### src/rtl/adder_cmd_sequencer.sv
// rtl/adder_cmd_sequencer.sv - UART byte-stream sequencer for the shared adder bank
// Optional inter-byte timeout in the LOAD states: define ADDSEQ_TIMEOUT_EN.
module adder_cmd_sequencer #(
  parameter int W       = 64,
  parameter int ADD_LAT = 2,
  parameter int TO_CYC  = 100000
) (
  input  logic         i_clk,
  input  logic         i_rst,
  input  logic         i_rx_valid,
  input  logic [7:0]   i_rx_data,
  input  logic         i_tx_ready,
  output logic         o_tx_valid,
  output logic [7:0]   o_tx_data,
  output logic [1:0]   o_op_sel,
  output logic [W-1:0] o_op_a,
  output logic [W-1:0] o_op_b,
  output logic         o_op_start,
  input  logic [W:0]   i_sum_in,
  output logic         o_busy,
  output logic         o_overrun
);

  localparam int NB_OP = W / 8;
  localparam int NB_TX = (W + 8) / 8;
  localparam int IW    = (NB_TX > 1) ? $clog2(NB_TX) : 1;
  localparam int LW    = $clog2(ADD_LAT + 1);
  localparam int PADW  = 8 * NB_TX - (W + 1);

  localparam logic [IW-1:0] IDX_LAST_OP = IW'(NB_OP - 1);
  localparam logic [IW-1:0] IDX_LAST_TX = IW'(NB_TX - 1);
  localparam logic [LW-1:0] LAT_END     = LW'(ADD_LAT);
  localparam logic [7:0]    ERR_BYTE    = 8'hEE;

  typedef enum logic [2:0] {
    S_IDLE,
    S_LOAD_A,
    S_LOAD_B,
    S_EXEC,
    S_SEND,
    S_SEND_ERR
  } state_t;

  state_t         r_state;
  logic [IW-1:0]  r_idx;
  logic [LW-1:0]  r_lat;
  logic [1:0]     r_op_sel;
  logic [W-1:0]   r_op_a;
  logic [W-1:0]   r_op_b;
  logic [W:0]     r_result;
  logic           r_tx_valid;
  logic [7:0]     r_tx_data;
  logic           r_op_start;
  logic           r_overrun;

  state_t         w_state_nx;
  logic [IW-1:0]  w_idx_nx;
  logic [LW-1:0]  w_lat_nx;
  logic [1:0]     w_op_sel_nx;
  logic [W-1:0]   w_op_a_nx;
  logic [W-1:0]   w_op_b_nx;
  logic [W:0]     w_result_nx;
  logic           w_tx_valid_nx;
  logic [7:0]     w_tx_data_nx;
  logic           w_op_start_nx;
  logic           w_overrun_nx;

  logic [IW-1:0]       w_idx_inc;
  logic [8*NB_TX-1:0]  w_res_pad;
  logic                w_tx_fire;
  logic                w_opcode_ok;

  assign w_idx_inc   = r_idx + IW'(1);
  assign w_res_pad   = {{PADW{1'b0}}, r_result};
  assign w_tx_fire   = r_tx_valid && i_tx_ready;
  assign w_opcode_ok = (i_rx_data[7:2] == 6'd0) && (i_rx_data[1:0] != 2'b11);

`ifdef ADDSEQ_TIMEOUT_EN
  localparam int TOW = (TO_CYC > 1) ? $clog2(TO_CYC) : 1;
  localparam logic [TOW-1:0] TO_END = TOW'(TO_CYC - 1);
  logic [TOW-1:0] r_to_cnt;
  logic [TOW-1:0] w_to_nx;
`endif

  always_comb begin
    w_state_nx    = r_state;
    w_idx_nx      = r_idx;
    w_lat_nx      = r_lat;
    w_op_sel_nx   = r_op_sel;
    w_op_a_nx     = r_op_a;
    w_op_b_nx     = r_op_b;
    w_result_nx   = r_result;
    w_tx_valid_nx = r_tx_valid;
    w_tx_data_nx  = r_tx_data;
    w_op_start_nx = 1'b0;
    w_overrun_nx  = 1'b0;

    case (r_state)
      S_IDLE: begin
        if (i_rx_valid) begin
          if (w_opcode_ok) begin
            w_op_sel_nx = i_rx_data[1:0];
            w_idx_nx    = '0;
            w_state_nx  = S_LOAD_A;
          end else begin
            w_tx_valid_nx = 1'b1;
            w_tx_data_nx  = ERR_BYTE;
            w_state_nx    = S_SEND_ERR;
          end
        end
      end
      S_LOAD_A: begin
        if (i_rx_valid) begin
          for (int k = 0; k < NB_OP; k++)
            if (r_idx == IW'(k)) w_op_a_nx[8*k +: 8] = i_rx_data;
          if (r_idx == IDX_LAST_OP) begin
            w_idx_nx   = '0;
            w_state_nx = S_LOAD_B;
          end else begin
            w_idx_nx = w_idx_inc;
          end
        end
      end
      S_LOAD_B: begin
        if (i_rx_valid) begin
          for (int k = 0; k < NB_OP; k++)
            if (r_idx == IW'(k)) w_op_b_nx[8*k +: 8] = i_rx_data;
          if (r_idx == IDX_LAST_OP) begin
            w_idx_nx      = '0;
            w_lat_nx      = '0;
            w_op_start_nx = 1'b1;
            w_state_nx    = S_EXEC;
          end else begin
            w_idx_nx = w_idx_inc;
          end
        end
      end
      S_EXEC: begin
        w_overrun_nx = i_rx_valid;
        // Byte 0 comes straight from sum_in since the result register loads on this same edge.
        if (r_lat == LAT_END) begin
          w_result_nx   = i_sum_in;
          w_idx_nx      = '0;
          w_tx_valid_nx = 1'b1;
          w_tx_data_nx  = i_sum_in[7:0];
          w_state_nx    = S_SEND;
        end else begin
          w_lat_nx = r_lat + LW'(1);
        end
      end
      S_SEND: begin
        w_overrun_nx = i_rx_valid;
        if (w_tx_fire) begin
          if (r_idx == IDX_LAST_TX) begin
            w_tx_valid_nx = 1'b0;
            w_idx_nx      = '0;
            w_state_nx    = S_IDLE;
          end else begin
            w_idx_nx = w_idx_inc;
            for (int k = 0; k < NB_TX; k++)
              if (w_idx_inc == IW'(k)) w_tx_data_nx = w_res_pad[8*k +: 8];
          end
        end
      end
      S_SEND_ERR: begin
        w_overrun_nx = i_rx_valid;
        if (w_tx_fire) begin
          w_tx_valid_nx = 1'b0;
          w_state_nx    = S_IDLE;
        end
      end
      default: begin
        w_tx_valid_nx = 1'b0;
        w_state_nx    = S_IDLE;
      end
    endcase

`ifdef ADDSEQ_TIMEOUT_EN
    w_to_nx = '0;
    if ((r_state == S_LOAD_A || r_state == S_LOAD_B) && !i_rx_valid) begin
      if (r_to_cnt == TO_END) begin
        w_idx_nx      = '0;
        w_tx_valid_nx = 1'b1;
        w_tx_data_nx  = ERR_BYTE;
        w_state_nx    = S_SEND_ERR;
      end else begin
        w_to_nx = r_to_cnt + TOW'(1);
      end
    end
`endif
  end

  always_ff @(posedge i_clk or negedge i_rst) begin
    if (!i_rst) begin
      r_state    <= S_IDLE;
      r_idx      <= '0;
      r_lat      <= '0;
      r_op_sel   <= '0;
      r_op_a     <= '0;
      r_op_b     <= '0;
      r_result   <= '0;
      r_tx_valid <= 1'b0;
      r_tx_data  <= '0;
      r_op_start <= 1'b0;
      r_overrun  <= 1'b0;
    end else begin
      r_state    <= w_state_nx;
      r_idx      <= w_idx_nx;
      r_lat      <= w_lat_nx;
      r_op_sel   <= w_op_sel_nx;
      r_op_a     <= w_op_a_nx;
      r_op_b     <= w_op_b_nx;
      r_result   <= w_result_nx;
      r_tx_valid <= w_tx_valid_nx;
      r_tx_data  <= w_tx_data_nx;
      r_op_start <= w_op_start_nx;
      r_overrun  <= w_overrun_nx;
    end
  end

`ifdef ADDSEQ_TIMEOUT_EN
  always_ff @(posedge i_clk or negedge i_rst) begin
    if (!i_rst) r_to_cnt <= '0;
    else        r_to_cnt <= w_to_nx;
  end
`endif

  assign o_tx_valid = r_tx_valid;
  assign o_tx_data  = r_tx_data;
  assign o_op_sel   = r_op_sel;
  assign o_op_a     = r_op_a;
  assign o_op_b     = r_op_b;
  assign o_op_start = r_op_start;
  assign o_busy     = (r_state != S_IDLE);
  assign o_overrun  = r_overrun;

endmodule

### config.mk
export PLATFORM = sky130hd
export DESIGN_NAME = adder_cmd_sequencer
export DESIGN_NICKNAME = d
export VERILOG_FILES = /design/src/rtl/adder_cmd_sequencer.sv
export SDC_FILE = /design/constraint.sdc
export NUM_CORES = 1
export LEC_CHECK = 0
export CAP_MARGIN = 10
export CORE_ASPECT_RATIO = 1.75
export CORE_MARGIN = 1
export CORE_UTILIZATION = 56
export CTS_BUF_LIST = sky130_fd_sc_hd__clkbuf_4
export DETAILED_ROUTE_END_ITERATION = 8
export GPL_TIMING_DRIVEN = 1
export PLACE_DENSITY = 0.94
export RECOVER_POWER = 50
export REMOVE_ABC_BUFFERS = 1
export SLEW_MARGIN = 25
export SYNTH_ARGS = -nofsm -noshare
export SYNTH_HDL_FRONTEND = slang
export SYNTH_SLANG_ARGS = --single-unit
### constraint.sdc
create_clock -name i_clk -period 4.6 [get_ports i_clk]
set_clock_uncertainty 0.05 [all_clocks]
set_input_delay 1.38 -clock i_clk [delete_from_list [all_inputs] [get_ports i_clk]]
set_output_delay 1.38 -clock i_clk [all_outputs]
set_load 0.02 [all_outputs]
[Yosys cells after proc, flatten, opt, wreduce, memory -nomap -nowiden]
Index checks and enable logic that the tools add are counted.
Cells by class
  reduce and logical (&&, ||, !) cells: 35
  bitwise gates (word level): 1
  equal/unequal tests: 38
  muxes and demuxes: 49
  add/subtract/negate cells: 2
Operators with widths (count)
  two-way mux 8 bit: 14
  AND reduction 3 bit: 17
  == test 4 x 3 -> 1 bit, second input constant: 8
  two-way mux 3 bit: 10
  two-way mux 4 bit: 7
  != test 2 bit, second input constant: 14
  one-hot mux 8 bit (3 select lines): 1
  one-hot mux 3 bit (6 select lines): 1
  == test 4 x 2 -> 1 bit, second input constant: 4
  one-hot mux 4 bit (4 select lines): 1
  AND reduction 7 bit: 2
  two-way mux 1 bit: 10
  != test 10 bit, second input constant: 1
  AND reduction 9 bit: 1
  == test 4 x 1 -> 1 bit, second input constant: 2
  == test 4 bit, second input constant: 2
  zero test 4 bit: 2
  == test 3 x 2 -> 1 bit, second input constant: 2
  == test 3 bit, second input constant: 2
  zero test 6 bit: 1
  two-way mux 2 bit: 3
  AND reduction 6 bit: 1
  nonzero test 3 bit: 2
  one-hot mux 1 bit (5 select lines): 1
  15 further kinds: 16
Word-level totals
  input port bits: 77
  flip-flop bits (word level): 215

[Depth between registers and ports, before layout]
Gate-level depths: netlist of the first run.
  depth after elaboration: 14
  gate-level depth with buffers: 10
  mapped depth without buffers: 8

[Worst setup path before layout of the first run]
Ideal clock, no wire load.
  path type: input-to-reg
  start point: input i_rx_data[2]
  end point: register r_tx_data[6] (netlist: o_tx_data[6])
  slack: 1.460 ns
  arrival time: 2.960 ns
  setup time: 0.130 ns
  cell stages on the path: 7
  path buffers: 1
  cells stage by stage: or4_1 > or3_1 > and3_4 > o21ai_2 > buf_4 > mux2i_1 > o41ai_1
Between the ends
  cells in the longest elaborated chain, start to end: 4
RTL lines
  from (decl): line 11  | input logic [7:0] i_rx_data,
  zero test 6 bit: line 76  | assign w_opcode_ok = (i_rx_data[7:2] == 6'd0) && (i_rx_data[1:0] != 2'b11);
  logical AND 1 bit: line 76
  != test 2 bit (no source line)
  AND reduction 7 bit (no source line)
  to (signal assigned): line 215  | r_tx_data <= w_tx_data_nx;
  to (decl): line 52  | logic [7:0] r_tx_data;
Every way passes these cells.
A chain may end at the register's enable or synchronous reset.

[Worst setup path after layout of the first run]
  start point: register r_state[2]
  end point: output o_busy
Between the ends
  cells in the longest elaborated chain, start to end: 1
RTL lines
  from (decl): line 44  | state_t r_state;
  from (signal assigned): line 207  | r_state <= w_state_nx;
  nonzero test 3 bit: line 234  | assign o_busy = (r_state != S_IDLE);
  to (decl): line 20  | output logic o_busy,
Every way passes these cells.

==> results of run 1 <==
placed cells by master (no fill, tap or decap), types with 3 or more instances in the layout:
cell / Yosys / final
a211o_1: 3 / 3
nor3_1: 3 / 3
nand2_1: 29 / 29
and3b_1: 3 / 3
clkinv_1: 1 / 4
nand2b_1: 5 / 5
a2111oi_0: 4 / 4
a221o_1: 7 / 7
buf_4: 1 / 8
clkbuf_4: 0 / 75
clkdlybuf4s50_1: 0 / 216
o221ai_1: 3 / 3
o21ai_0: 26 / 26
a221oi_1: 5 / 5
or3_1: 7 / 7
nor2_2: 5 / 3
clkbuf_2: 0 / 4
o31ai_1: 7 / 7
o22ai_1: 12 / 12
nor2_1: 44 / 46
and2_1: 3 / 3
inv_1: 10 / 10
mux2_2: 196 / 196
a21oi_1: 17 / 17
ha_1: 7 / 7
and3_1: 4 / 4
nand3_1: 16 / 16
dfrtp_1: 215 / 215
worst max-delay path: cells and delay by family, from the launching register on:
kind,cells,cell delay [ps]
buffers and inverters,1,610
AND/OR/NAND/NOR,1,560
flip-flops,1,560
worst max-delay path by stage:
stage	from	endpoint	slack [ps]
3_5_place_dp	i_rx_data[7]	o_tx_data[2]	700
3_3_place_gp	i_rx_data[7]	o_tx_data[5]	760
2_1_floorplan	r_lat[0]	o_tx_data[1]	410
6_report	r_state[2]	o_busy	830
4_1_cts	r_state[2]	o_busy	820
5_1_grt	i_rst	o_op_b[60]	410
kinds of logic after synthesis:
logic type	after synthesis	synth area share, %
mux	198	23.5
xor+xnor	2	0.185
compound gates	115	8.93
flops	215	56.9
buf+inv	44	1.98
fa+ha+maj	7	0.926
simple gates	137	7.58
metal layers:
metal,part of all wire [%],vias up,wire length [um]
li1,-,3149,-
met1,34,3577,9390
met2,53,360,14800
met3,7.1,121,1970
met4,6.3,2,1770
met5,0.036,-,10
layout make-up:
class	instances	area, sq um	share of cell area (%)
Sequential cell	215	5380	43.2
Multi-Input combinational cell	459	3890	31.2
Timing Repair Buffer	230	2270	18.2
Clock buffer	75	563	4.52
Tap cell	224	280	2.25
Inverter	11	41.3	0.331
Clock inverter	6	27.5	0.221
Antenna cell	1	2.50	0.0201
cells in the mapped netlist, types with 2 or more instances:
cell type	instances
nand3_1	16
o41ai_1	2
o32ai_1	2
nor2_2	5
a22oi_1	2
a22o_1	2
mux2i_1	2
nor4_1	2
and3b_1	3
o211ai_1	2
nand2b_1	5
inv_1	10
nand2_1	29
a21oi_1	17
o22ai_1	12
or3_1	7
a221oi_1	5
a221o_1	7
and3_1	4
o21ai_1	2
o21ai_0	26
o221ai_1	3
or2_2	2
dfrtp_1	215
a211oi_1	2
buf_2	9
ha_1	7
a211o_1	3
nor3_1	3
nand4b_1	2
nor2b_1	2
mux2_2	196
o31ai_1	7
a2111oi_0	4
a311oi_1	2
o22a_1	2
and2_1	3
nor2_1	44
clkbuf_1	21
sequential cells by signal, indices dropped and copies added, names as in the netlist:
signal      count
r_state         3
r_result       65
o_tx_valid      1
o_op_b         64
o_op_a         64
r_idx           4
o_overrun       1
r_lat           2
o_op_sel        2
o_tx_data       8
o_op_start      1
metrics by stage:
stage,total power (uW),cells
floorplan,4840,685
global placement,6120,1139
detailed placement,6220,1139
CTS,7760,1220
global route,8140,1221
finish,7770,1221
power by group through the flow:
stage / combinational (uW) / clock (uW) / sequential (uW)
2_1_floorplan: 1520 / 0 / 3320
3_3_place_gp: 3090 / 0 / 3030
3_5_place_dp: 3160 / 0 / 3060
4_1_cts: 3200 / 1510 / 3060
5_1_grt: 3410 / 1590 / 3140
6_report: 3220 / 1480 / 3070
==> results by group, run 1 <==
Timing
  • Fmax: ~0.27 GHz
  • Final hold vios: 0
  • Part of the cycle the worst path needs: 81.9%
  • Fin Hold WS: between 400 and 500 ps
  • Slew HR: -92.7%
  • Slew @ Worst Pin: roughly 2900 ps
  • TNS Setup: 0 ps
  • Final count of negative-setup-slack endpoints: 0
  • Setup WS post-layout: approximately 830 ps
  • Post-layout minimum cycle time: between 3000 and 4000 ps
  • Pins Over Slew Limit: 180
  • Setup repair after global routing missed its margin: no

Worst setup path
  • Worst reg2reg path depth: 7
  • CP cell instances: or3_1 -> clkdlybuf4s50_1
  • R2r setup slk: about 1200 ps
  • CP max stage delay: roughly 600 ps
  • CP Max Fanout: 17
  • CP arrival: around 2300 ps
  • CP startpoint kind: flop
  • Setup Crit Path Kind: flop to output port
  • CP Capture Type: output port
  • Worst path required time: approximately 3200 ps
  • Worst reg2reg path endpoint: o_tx_data[0]
  • FF-to-FF Start: r_idx[0]
  • Worst path slowest cell: clkdlybuf4s50_1

GRT
  • Met2 usage: between 50% and 60%
  • Wire length of the first global-routing pass: 43000 um
  • Met1 usage: about a third
  • Largest net degree at the start of global routing: roughly 120
  • Vias in the first global route: 7873
  • Grt ovf: 0
  • Total track usage: about a third
  • GRT met3 Usage: between 8 and 9%
  • Initial antenna violation count: 2
  • Busiest grt layer: met2

Power and ir drop
  • Seq pwr share: 39.5%
  • Maximum vdd drop: 0.000429 V
  • Clock share of power: between 10% and 20%
  • P_int: a little under 5000 uW
  • Comb pwr share: approximately two fifths
  • Static Leak: between 0.005 and 0.006 uW
  • Switching Share: between 30% and 40%
  • Net Sw Power: roughly 2900 uW
  • Pwr dens: roughly 620 mW/mm^2

Die
  • Starting density of the core: 57.5%
  • DIE HEIGHT: 174 um
  • # IOs: ~220
  • Die ar.: approximately 0.017 sq mm
  • Die Span X: approximately 100 um
  • Core area: 0.0164 sq mm
  • Row count: 62

Drt
  • Vias: around 7000
  • DRC viols: 0
  • Length of the first detailed-routing pass in iterations: 5
  • Routed WL: 27900 um
  • Vias per cell: approximately 5.9
  • Initial drt markers: roughly 380
  • WL/cell: ~23 um
  • Final antenna-violating net count: 0

Clock tree
  • # clock sinks: ~220
  • Setup Buffers After CTS: 0
  • Clock slew at reported path FFs: about 80 ps
  • CTS tree: yes
  • CTS Hold Bufs: 0
  • CTS Buf Count: 47
  • Root buffer cell: clkbuf_4
  • Clock buffer depth: 3
  • Clk_lat worst skew: between 600 and 700 ps
  • H-tree levels: 2
  • # resized after CTS: 0

Worst hold path
  • Hold endpoint: o_op_b[27]
  • Min-delay src: o_op_b[27]
  • Hold-critical path depth: 1
  • Hold WC Path Type: flop to flop

Synthesis
  • Ys Warns: 0
  • Top_reg_cell synth: dfrtp_1
  • Asr flop ratio synth: 100%
  • Cell Area, Synth: ~0.0095 sq mm
  • Post-synthesis sequential area ratio: between 50 and 60%
  • EDFF count, synth: 0
  • Netlist cell types: between 60 and 70
  • Post-Synthesis Cells: a little over 700
  • Mean Syn Cell Area: 13.2 sq um
  • Synth top area share: a little under three fifths
  • Flops & latches, synth: 215
  • Area contributors post-synth: dfrtp_1, mux2_2, nor2_1
  • Cell type with the largest total area after synthesis: dfrtp_1

Run status
  • Status: finished with violations
  • Violated checks: max-capacitance violations, max-slew violations

Final layout
  • Fin area: 0.0125 sq mm
  • Final Util: between 70% and 80%
  • FILL cells: between 1000 and 1500
  • Area Growth Syn to Fin: 31.6%
  • Ratio of cells with drive above 1 in the final layout: about 30%
  • Nets: 1048

Flow run
  • # Max-Cap Violations: 2

Placed design
  • Port bufs: about 220
  • Pre-CTS setup slack: ~700 ps
  • DP HPWL: about 19000 um
  • Placed Instance Area: roughly 0.012 sq mm
  • Gpl congestion: slightly above 0.9
Power figures use the tool's default switching activity.
==> run 2, diff against run 1 <==
--- a/config.mk
+++ b/config.mk
@@ -8,11 +8,11 @@
 export CAP_MARGIN = 10
 export CORE_ASPECT_RATIO = 1.75
 export CORE_MARGIN = 1
-export CORE_UTILIZATION = 56
+export CORE_UTILIZATION = 47
 export CTS_BUF_LIST = sky130_fd_sc_hd__clkbuf_4
 export DETAILED_ROUTE_END_ITERATION = 8
 export GPL_TIMING_DRIVEN = 1
-export PLACE_DENSITY = 0.94
+export PLACE_DENSITY = 0.85
 export RECOVER_POWER = 50
 export REMOVE_ABC_BUFFERS = 1
 export SLEW_MARGIN = 25
==> constraint.sdc (replaced) <==
create_clock -name i_clk -period 3.1 [get_ports i_clk]
set_clock_uncertainty 0.05 [all_clocks]
set_input_delay 0.93 -clock i_clk [delete_from_list [all_inputs] [get_ports i_clk]]
set_output_delay 0.93 -clock i_clk [all_outputs]
set_load 0.02 [all_outputs]
==> results by group, run 2 (synthesis results as in run 1) <==
Drt
  • Vias: 7230 (was 7209)
  • Routed WL: 26600 um (was 27900 um)
  • WL/cell: 20.7 um (was 22.9 um)
  • DRC viols: 0 (unchanged)
  • Initial drt markers: 395 (was 384)
  • Length of the first detailed-routing pass in iterations: 4 (was 5)
  • Final antenna-violating net count: 0 (unchanged)
  • Vias per cell: 5.62 (was 5.90)

Clock tree
  • # clock sinks: 215 (unchanged)
  • CTS tree: yes (unchanged)
  • Root buffer cell: clkbuf_4 (unchanged)
  • Clock buffer depth: 3 (unchanged)
  • CTS Buf Count: 51 (was 47)
  • CTS Hold Bufs: 0 (unchanged)
  • Clock slew at reported path FFs: 60 ps (was 80 ps)
  • H-tree levels: 2 (unchanged)
  • Clk_lat worst skew: 680 ps (was 620 ps)
  • Setup Buffers After CTS: 0 (unchanged)

Worst setup path
  • CP Capture Type: output port (unchanged)
  • FF-to-FF Start: r_idx[0] (unchanged)
  • CP Max Fanout: 12 (was 17)
  • Setup Crit Path Kind: flop to output port (unchanged)
  • CP startpoint kind: flop (unchanged)
  • Worst Setup SP: r_state[1] (was r_state[2])
  • CP arrival: 1970 ps (was 2340 ps)
  • Worst path required time: 2120 ps (was 3170 ps)
  • CP cell instances: or3_4 -> dlygate4sd2_1 (was or3_1 -> clkdlybuf4s50_1)
  • Worst path slowest cell: dfrtp_1 (was clkdlybuf4s50_1)
  • CP max stage delay: 510 ps (was 610 ps)

Timing
  • Fin Hold WS: 454 ps (about the same)
  • Setup WS post-layout: 146 ps (was 831 ps)
  • Slew @ Worst Pin: 1440 ps (was 2890 ps)
  • Fmax: 0.339 GHz
  • Setup repair after global routing missed its margin: no (unchanged)
  • Final hold vios: 0 (unchanged)
  • Part of the cycle the worst path needs: between 90% and 100%
  • Final count of negative-setup-slack endpoints: 0 (unchanged)
  • Post-layout minimum cycle time: around 3000 ps
  • Pins Over Slew Limit: 0 (was 180)
  • TNS Setup: 0 ps (unchanged)
  • Slew HR: 4.11% (was -92.7%)

Final layout
  • Biggest register: r_result (unchanged)
  • Area Growth Syn to Fin: 35.0% (was 31.6%)
  • Max FFs per register: 65 (unchanged)
  • Ratio of cells with drive above 1 in the final layout: 31.2% (was 30.3%)
  • Post-route insts no fill: 1287 (was 1221)
  • Commonest non-fill, non-tap cell in the layout: clkdlybuf4s50_1 (unchanged)
  • Nets: 1087 (was 1048)
  • Most frequent cells in the layout: clkdlybuf4s50_1, dfrtp_1, mux2_2, clkbuf_4, nor2_1 (unchanged)

Flow run
  • # Max-Cap Violations: 0 (was 2)

Power and ir drop
  • Maximum vdd drop: 0.000579 V (was 0.000429 V)
  • Pwr dens: 921 mW/mm^2 (was 624 mW/mm^2)
  • Static Leak: 0.00567 uW (was 0.00552 uW)
  • Total power: 11800 uW (was 7770 uW)

Placed design
  • DP HPWL: 19300 um (was 18800 um)
  • Cells after DPL: 1195 (was 1139)
  • Port bufs: 218 (unchanged)
  • Pre-CTS setup slack: -203 ps (was 699 ps)
  • Gpl congestion: 0.901 (was 0.922)

GRT
  • Total track usage: 26.4% (was 32.8%)
  • Wire length of the first global-routing pass: 41500 um (was 43000 um)
  • Largest net degree at the start of global routing: 84 (was 115)
  • Vias in the first global route: 7780 (was 7873)
  • Initial antenna violation count: 1 (was 2)
  • Grt ovf: 0 (unchanged)

Worst hold path
  • Min-delay src: o_op_a[45] (was o_op_b[27])
  • Hold WC Path Type: flop to flop (unchanged)

Run status
  • Status: finished, final reports clean (was finished with violations)

Die
  • Die ar.: 0.0207 sq mm (was 0.0174 sq mm)
  • Starting density of the core: 47.9% (was 57.5%)
  • Die Span X: 109 um (was 100 um)
  • Core area: 0.0197 sq mm (was 0.0164 sq mm)
  • Row count: 68 (was 62)
  • # IOs: 219 (unchanged)
  • DIE HEIGHT: 190 um (was 174 um)
-- run 2: cell types whose count changed in the layout (fill, tap and decap cells not counted), moves of 2 or more --
| cell | change |
|---|---|
| clkbuf_1 | +12 |
| clkbuf_2 | -3 |
| clkbuf_4 | -4 |
| clkinv_2 | +2 |
| bufinv_16 | +2 |
| buf_4 | +25 |
| clkinv_1 | +12 |
-- run 2: worst paths after layout --
check	endpoint	slack, ps	depth (start not counted)
worst min-delay path	o_op_a[45]	450	1
worst min register to register	o_op_a[45]	450	1
min in group asynchronous	o_tx_data[3]	560	1
worst max-delay path	o_busy	150	2
max in group asynchronous	r_state[0]	470	2
worst max register to register	o_tx_data[0]	250	7
-- run 2: final cells by class --
cell class | count | area [sq um]
timing repair buffer | 265 | 2480
clock buffer | 69 | 518
antenna | 1 | 2.50
sequential | 215 | 5380
fill | 1534 | 6970
multi-input combinational | 459 | 3900
inverter | 11 | 41.3
tap | 245 | 307
clock inverter | 22 | 144
-- run 2: per-stage QoR --
stage | util [%] | area, sq um
2_1_floorplan | - | 9320
3_3_place_gp | 61.7 | 12200
3_5_place_dp | 61.7 | 12200
4_1_cts | 65.1 | 12800
5_1_grt | 64.7 | 12800
6_report | 64.7 | 12800
-- run 2: where the power goes --
part	internal (uW)	leakage [uW]	switching (uW)
logic	2460	0.00252	2490
registers	3790	0.00276	676
clock network	1210	0.000389	1140
total	7460	0.00567	4300
-- run 2: timing repair --
item                       in CTS  in global routing
gates cloned                    0                  0
setup endpoints to repair       1                  1
gates resized for setup         1                  2
-- run 2: critical path, delay by kind of cell, from the launching register on --
kind | cells | cell delay (ps)
DFF | 1 | 510
and+or+nand+nor | 1 | 460
buffers and inverters | 1 | 360
-- run 2: metal layers --
layer	vias up	part of all wire (%)	wire (um)	global-route usage [%]
met5	-	0	0	0
met4	0	6.4	1690	16.8
met3	110	6.8	1820	7.26
met2	296	53	14100	46.7
met1	3583	34	8990	26.7
li1	3241	-	-	-
